### src/rtl/vector_multiply_stage.sv
// ---------------------------------------------------------------------------
// vector_multiply_stage
//
// Lane-wise unsigned multiplier with two register stages and a valid/ready
// handshake on both sides. Each cycle it can take one pair of N-lane operand
// vectors and produce N full-width (2*W) products. The products feed an
// adder tree directly.
//
// Ports
//   clk        single clock, rising edge
//   rst        asynchronous, active-low reset
//   in_valid   operand vectors a_flat/b_flat are valid
//   in_ready   stage can accept operands this cycle
//   a_flat     operand A, lane i at [i*W +: W]
//   b_flat     operand B, same packing
//   out_valid  out_flat holds a valid product vector
//   out_ready  downstream accepts this cycle
//   out_flat   products, lane i at [i*2W +: 2W]
// ---------------------------------------------------------------------------
module vector_multiply_stage #(
  parameter int N = 4,
  parameter int W = 8
) (
  input  logic                 clk,
  input  logic                 rst,
  input  logic                 in_valid,
  output logic                 in_ready,
  input  logic [N*W-1:0]       a_flat,
  input  logic [N*W-1:0]       b_flat,
  output logic                 out_valid,
  input  logic                 out_ready,
  output logic [N*2*W-1:0]     out_flat
);

  // Full-width unsigned lane product; operands are zero-extended so the
  // multiply is evaluated at 2*W bits and can never truncate.
  function automatic logic [2*W-1:0] lane_mul(input logic [W-1:0] a,
                                               input logic [W-1:0] b);
    logic [2*W-1:0] a_ext;
    logic [2*W-1:0] b_ext;
    a_ext = {{W{1'b0}}, a};
    b_ext = {{W{1'b0}}, b};
    return a_ext * b_ext;
  endfunction

  logic [N*W-1:0]   a_p1;
  logic [N*W-1:0]   b_p1;
  logic             vld_p1;
  logic [N*2*W-1:0] prod_p1;
  logic [N*2*W-1:0] prod_p2;
  logic             vld_p2;

  logic s2_load;
  logic s2_take;
  logic in_fire;

  // S2 refills whenever S1 holds data and S2 is empty or draining this edge.
  // in_ready therefore depends combinationally on out_ready through both
  // stages, which is what allows a full pipeline to shift in a single edge.
  assign s2_load  = vld_p1 && (!vld_p2 || out_ready);
  assign s2_take  = vld_p2 && out_ready;
  assign in_ready = !vld_p1 || s2_load;
  assign in_fire  = in_valid && in_ready;

  // ---- Stage 1: operand capture ----
  always_ff @(posedge clk) begin
    if (in_fire) begin
      a_p1 <= a_flat;
      b_p1 <= b_flat;
    end
  end

  always_ff @(posedge clk or negedge rst) begin
    if (!rst) begin
      vld_p1 <= 1'b0;
    end else if (in_fire) begin
      vld_p1 <= 1'b1;
    end else if (s2_load) begin
      vld_p1 <= 1'b0;
    end
  end

  always_comb begin
    prod_p1 = '0;
    for (int i = 0; i < N; i++) begin
      prod_p1[i*2*W +: 2*W] = lane_mul(a_p1[i*W +: W], b_p1[i*W +: W]);
    end
  end

  // ---- Stage 2: product register ----
  // The product register is cleared by reset because out_flat must read 0
  // while reset is held; otherwise it only changes when S2 loads.
  always_ff @(posedge clk or negedge rst) begin
    if (!rst) begin
      vld_p2  <= 1'b0;
      prod_p2 <= '0;
    end else if (s2_load) begin
      vld_p2  <= 1'b1;
      prod_p2 <= prod_p1;
    end else if (s2_take) begin
      vld_p2  <= 1'b0;
    end
  end

  assign out_valid = vld_p2;
  assign out_flat  = prod_p2;

endmodule

### config.mk
export PLATFORM = sky130hd
export DESIGN_NAME = vector_multiply_stage
export DESIGN_NICKNAME = d
export VERILOG_FILES = /design/src/rtl/vector_multiply_stage.sv
export SDC_FILE = /design/constraint.sdc
export NUM_CORES = 1
export LEC_CHECK = 0
export CAP_MARGIN = 20
export CORE_UTILIZATION = 45
export CTS_CLUSTER_SIZE = 40
export DETAILED_ROUTE_END_ITERATION = 8
export PLACE_DENSITY = 0.73
export SLEW_MARGIN = 10
export SYNTH_ARGS = -nofsm -noshare
export SYNTH_HDL_FRONTEND = slang
export SYNTH_SLANG_ARGS = --single-unit
export TNS_END_PERCENT = 30
### constraint.sdc
create_clock -name clk -period 10.5 [get_ports clk]
set_input_delay 2.1 -clock clk [delete_from_list [all_inputs] [get_ports clk]]
set_output_delay 2.1 -clock clk [all_outputs]
set_load 0.05 [all_outputs]
==> results of run 1 <==
kinds of logic (layout without fill, tap and decap cells):
group / count (synthesis) / in the layout / share of synthesized area (%)
mux: 16 / 16 / 1.39
xor+xnor: 40 / 40 / 2.78
simple gates: 378 / 378 / 16.0
fa+ha+maj: 288 / 288 / 37.1
buf+inv: 213 / 368 / 6.64
compound gates: 160 / 160 / 7.73
flops: 130 / 130 / 28.3
worst max-delay path by stage:
stage	slack [ps]	start	endpoint
6_report	4890	out_ready	in_ready
3_5_place_dp	4890	out_ready	in_ready
3_3_place_gp	4890	out_ready	in_ready
4_1_cts	4890	out_ready	in_ready
2_1_floorplan	5820	out_ready	in_ready
5_1_grt	4850	out_ready	in_ready
critical path, delay by kind of cell:
family	cells	cell delay, ps
buf+inv	2	1270
simple gates	1	140
cell type report:
class	instances	area share, %
tap	372	3.11
clock buffer	17	2.85
clock inverter	15	1.07
inverter	199	5.00
timing repair buffer	137	9.09
multi-input combinational	882	55.0
sequential	130	23.9
stage by stage:
stage	power (mW)	area, um2	util (%)	setup WS, ps
after global routing	3.62	14900	54.8	4850
after floorplan	2.19	12600	-	5820
after CTS	3.37	14900	54.8	4890
after detailed placement	2.74	14400	52.7	4890
final	3.33	14900	54.8	4890
after global placement	2.70	14400	52.7	4890
where the power goes:
| part | internal (mW) | switching, mW | total [mW] |
|---|---|---|---|
| Sequential | 0.664 | 0.0948 | 0.759 |
| Combinational | 0.766 | 1.21 | 1.97 |
| Clock | 0.351 | 0.249 | 0.600 |
registers in the layout, summed over array words and instances, names as in the netlist:
name,flops
out_flat,64
a_p1,32
b_p1,32
out_valid,1
vld_p1,1
synth_stat cells (all sizes together):
master   count
a31oi        8
fa         144
a21oi       40
and3         8
nand3b       1
nand2b      11
ha         144
o21ai       60
mux2i        4
a21boi       4
a211oi       4
a22oi        4
mux2        12
a31o         4
nor3         4
o2111ai      4
edfxtp      64
clkbuf       4
a41o         4
nand3        4
o211ai      12
inv        199
xnor2        8
buf         10
nand4        4
and2       206
nand2      132
xor2        32
nor2         4
and2b        4
dfrtp       66
a21o        16
routing by layer:
metal	track usage (%)	vias up	share of wire, %
li1	-	4240	-
met1	23.9	4424	45
met2	34.2	147	50
met3	3.78	25	3.2
met4	4.74	0	1.1
met5	0	-	0
layout by cell type, fill, tap and decap left out, drive strengths merged, types with 16 or more instances in the layout:
| cell | synthesis | layout |
|---|---|---|
| dfrtp | 66 | 66 |
| clkdlybuf4s50 | 0 | 132 |
| inv | 199 | 202 |
| xor2 | 32 | 32 |
| clkbuf | 4 | 17 |
| a21oi | 40 | 40 |
| o21ai | 60 | 60 |
| fa | 144 | 144 |
| ha | 144 | 144 |
| and2 | 206 | 206 |
| edfxtp | 64 | 64 |
| nand2 | 132 | 132 |
| a21o | 16 | 16 |
==> results.json, run 1 <==
{
  "critPathMostFrequentCell": "clkdlybuf4s50_1",
  "r2r_slack_ps": 6190,
  "drive_gt1_share_pct": 4.20,
  "hold_end": "out_flat[46]",
  "endpoint_kind": "output port",
  "ioPinCount": 134,
  "ys_ff_latch": 130,
  "grt_pass1_vias": 9408,
  "clk_path_buf_depth": 2,
  "maxSlewHeadroom_pct": 41.0,
  "rr_worst_depth": 15,
  "nets": 1723,
  "setup_viol": 0,
  "overflow": 0,
  "fmax_mhz": 178,
  "period_needed_ps": 5610,
  "gp_congestion": 0.867,
  "ant_nets": 0,
  "area_delta_synth_final_pct": 18.4,
  "yosysSeqAreaShare_pct": 28.3,
  "fillers": 2370,
  "grt_setup_unrepaired": "no",
  "cp-start-kind": "input pin",
  "grt_max_degree": 67,
  "r2r-end": "out_flat[29]",
  "io_buffer_count": 133,
  "antenna_cells": 0,
  "p_per_area_mw_per_mm2": 223,
  "period_share_pct": 53.4,
  "multiInputGateArea_mm2": 0.00822,
  "antenna_found_initial": 0,
  "hold_start": "out_flat[46]",
  "ir_worst_vdd_mv": 0.214,
  "critPathSlowestCell": "clkdlybuf4s50_1",
  "ys_types": 37,
  "holdBufCountCts": 0,
  "crit_required_ps": 8400,
  "start_util_pct": 46.3,
  "first_iter_violations": 354,
  "maxCapViolCount": 0,
  "setup_tns_ps": 0,
  "synth.net_count": 1581,
  "die_w_um": 169,
  "cts_buffers": 17,
  "slew_violations": 0,
  "dpl.hpwl_um": 19900,
  "path_cells": "clkdlybuf4s50_1 -> nand3b_1 -> clkdlybuf4s50_1",
  "synthTopCellsByArea": "fa_1, edfxtp_1, ha_1, dfrtp_1, and2_1",
  "grt_pass1_wl_um": 44000,
  "crit_fanout": 3,
  "htree_levels": 4,
  "cts_tree": "built",
  "leakage_nw": 7.11,
  "wl_per_cell_um": 14.6,
  "synth_top_area_share_pct": 22.8,
  "cts_root_buf": "clkbuf_16",
  "stdcell_count": 1752,
  "synthesis.area_mm2": 0.0126,
  "wl_um": 25700,
  "yosysWarningCount": 0,
  "hold_ws_ps": 480,
  "cts_setup_buffers": 0,
  "hp-class": "flop to flop",
  "synth_cells": 1225,
  "fin_worst_skew_ps": 9.36,
  "clkSinkCount": 130,
  "ctsResizeCount": 0,
  "remaining_drc_errors": 0,
  "first_pass_iters": 4,
  "synth.avg_cell_area_um2": 10.3,
  "seq_area_mm2": 0.00357,
  "worst_pin_slew_ps": 885,
  "path_class": "input pin to output port",
  "place_inst": 1720,
  "hold_depth": 2,
  "clkLatencyLatePin_ps": 430,
  "arrival_ps": 3510,
  "viasPerCell": 5.04,
  "rr_startpoint": "a_p1[13]",
  "synth_top_cell_by_area": "fa_1",
  "path_clk_slew_ps": 60,
  "vias": 8836,
  "dieHeight_um": 169,
  "row_count": 60,
  "die-area_mm2": 0.0287,
  "grt_use_total_pct": 19.2,
  "hold_violations": 0,
  "coreArea_mm2": 0.0273,
  "max_stage_delay_ps": 810,
  "status": "completed"
}
Note: power is estimated with default switching activity, not from simulation.
==> run 2, diff against run 1 <==
PLACE_DENSITY = 0.75   (was 0.73)
clock period = 4.9 ns   (was 10.5 ns; I/O delays follow)
==> results.json, run 2 (synthesis gave the netlist of run 1 again) <==
{
  "status": "completed",
  "grt_use_total_pct": 19.9,
  "power_frac_seq_pct": 22.5,
  "setup_tns_ps": 0,
  "cts_root_buf": "clkbuf_16",
  "fin_ws_ps": 586,
  "path_class": "flop to flop",
  "coreArea_mm2": 0.0273,
  "cts_tree": "built",
  "ir_worst_vdd_mv": 0.406,
  "pwr-share-clk_pct": 18.7,
  "slew_violations": 0,
  "cp-start-kind": "flop",
  "r2r_slack_ps": 590,
  "cts_buffers": 17,
  "first_iter_violations": 501,
  "switching_share_pct": 46.2,
  "final_util_pct": 55.0,
  "clkLatencyLatePin_ps": 430,
  "maxCapViolCount": 0,
  "remaining_drc_errors": 0,
  "post-place-ws_ps": 646,
  "start_util_pct": 46.3,
  "rr_startpoint": "a_p1[13]",
  "die-area_mm2": 0.0287,
  "clk_path_buf_depth": 2,
  "first_pass_iters": 4,
  "ctsResizeCount": 0,
  "grt_pass1_wl_um": 45000,
  "vias": 8928,
  "nets": 1724,
  "p_per_area_mw_per_mm2": 480,
  "period_needed_ps": 4310,
  "overflow": 0,
  "cts_setup_buffers": 0,
  "p_int_mw": 3.87,
  "final_common_cell": "and2_1",
  "area_delta_synth_final_pct": 18.8,
  "crit_fanout": 8,
  "ioPinCount": 134,
  "largest_reg_flops": 64,
  "place_inst": 1721,
  "fillers": 2421,
  "wl_per_cell_um": 14.9,
  "hp-class": "flop to flop",
  "crit_required_ps": 5220,
  "row_count": 60,
  "die_w_um": 169,
  "grt_setup_unrepaired": "no",
  "ant_nets": 0,
  "gp_congestion": 0.858,
  "maxSlewHeadroom_pct": 39.1,
  "endpoint_kind": "flop",
  "grt_max_degree": 67,
  "antenna_found_initial": 0,
  "leakage_nw": 7.14,
  "grt_pass1_vias": 9444,
  "arrival_ps": 4630,
  "dieHeight_um": 169,
  "hold_start": "out_flat[46]",
  "power.switching_mw": 3.32,
  "path_clk_slew_ps": 60,
  "worst_pin_slew_ps": 914,
  "clkSinkCount": 130,
  "htree_levels": 4,
  "fin_worst_skew_ps": 14.6,
  "r2r-end": "out_flat[29]",
  "wl_um": 26200,
  "dpl.hpwl_um": 20300,
  "p_comb_share_pct": 58.8,
  "holdBufCountCts": 0,
  "hold_end": "out_flat[46]",
  "io_buffer_count": 133,
  "hold_ws_ps": 481,
  "rr_worst_depth": 15,
  "stdcell_count": 1753,
  "fmax_mhz": 232,
  "hold_violations": 0,
  "antenna_cells": 0,
  "setup_viol": 0,
  "final_cell_mix": "and2_1, inv_1, fa_1, ha_1, clkdlybuf4s50_1",
  "viasPerCell": 5.09,
  "hold_depth": 2,
  "drive_gt1_share_pct": 4.27,
  "period_share_pct": 88.0
}
-- run 2: layout make-up --
class / instances / area [um2] / share of cell area [%]
Clock buffer: 18 / 429 / 2.86
Clock inverter: 14 / 176 / 1.18
Inverter: 199 / 747 / 4.98
Multi-Input combinational cell: 882 / 8220 / 54.8
Sequential cell: 130 / 3570 / 23.8
Tap cell: 372 / 465 / 3.10
Timing Repair Buffer: 138 / 1390 / 9.28
-- run 2: how the worst max path moves through the flow --
stage / startpoint / to / slack (ps) / cells past startpoint
2_1_floorplan: a_p1[13] / out_flat[29] / 880 / 15
3_3_place_gp: a_p1[13] / out_flat[29] / 750 / 15
6_report: a_p1[13] / out_flat[29] / 590 / 15
5_1_grt: a_p1[13] / out_flat[29] / 350 / 15
4_1_cts: a_p1[13] / out_flat[29] / 610 / 15
3_5_place_dp: a_p1[13] / out_flat[29] / 650 / 15
-- run 2: power groups by stage --
stage / logic (mW) / registers [mW] / clock network [mW]
after floorplan: 2.34 / 2.36 / 0
after global placement: 4.15 / 1.63 / 0
after detailed placement: 4.23 / 1.64 / 0
after CTS: 4.28 / 1.62 / 1.38
after global routing: 4.75 / 1.66 / 1.42
final: 4.23 / 1.62 / 1.34
-- run 2: routing by layer --
metal	vias to the layer above	share of wire [%]	wire length, um	track usage [%]
li1	4251	-	-	-
met1	4471	43	11200	24.5
met2	182	52	13500	35.5
met3	24	4.2	1110	3.87
met4	0	1.1	297	5.21
met5	-	0	0	0
-- run 2: stage by stage --
stage	power (mW)	area [um2]
after detailed placement	5.86	14400
after CTS	7.28	15000
after global routing	7.83	15000
final	7.19	15000
after global placement	5.78	14400
after floorplan	4.70	12600
-- run 2: worst max-delay path, stage by stage, from the launching register on --
cell,delay [ps]
edfxtp_1,480
and2_1,230
fa_1,570
inv_1,70
fa_1,530
inv_1,50
fa_1,470
inv_1,50
fa_1,470
inv_1,50
ha_1,350
o211ai_1,130
a21oi_2,180
o2111ai_1,170
a21o_1,200
a41o_1,220
==> run 3, diff against run 2 <==
SETUP_SLACK_MARGIN = 0.15   (was unset)
==> results of run 3 <==
Same layout as run 2: the final DEF is identical, and so are final timing and power.
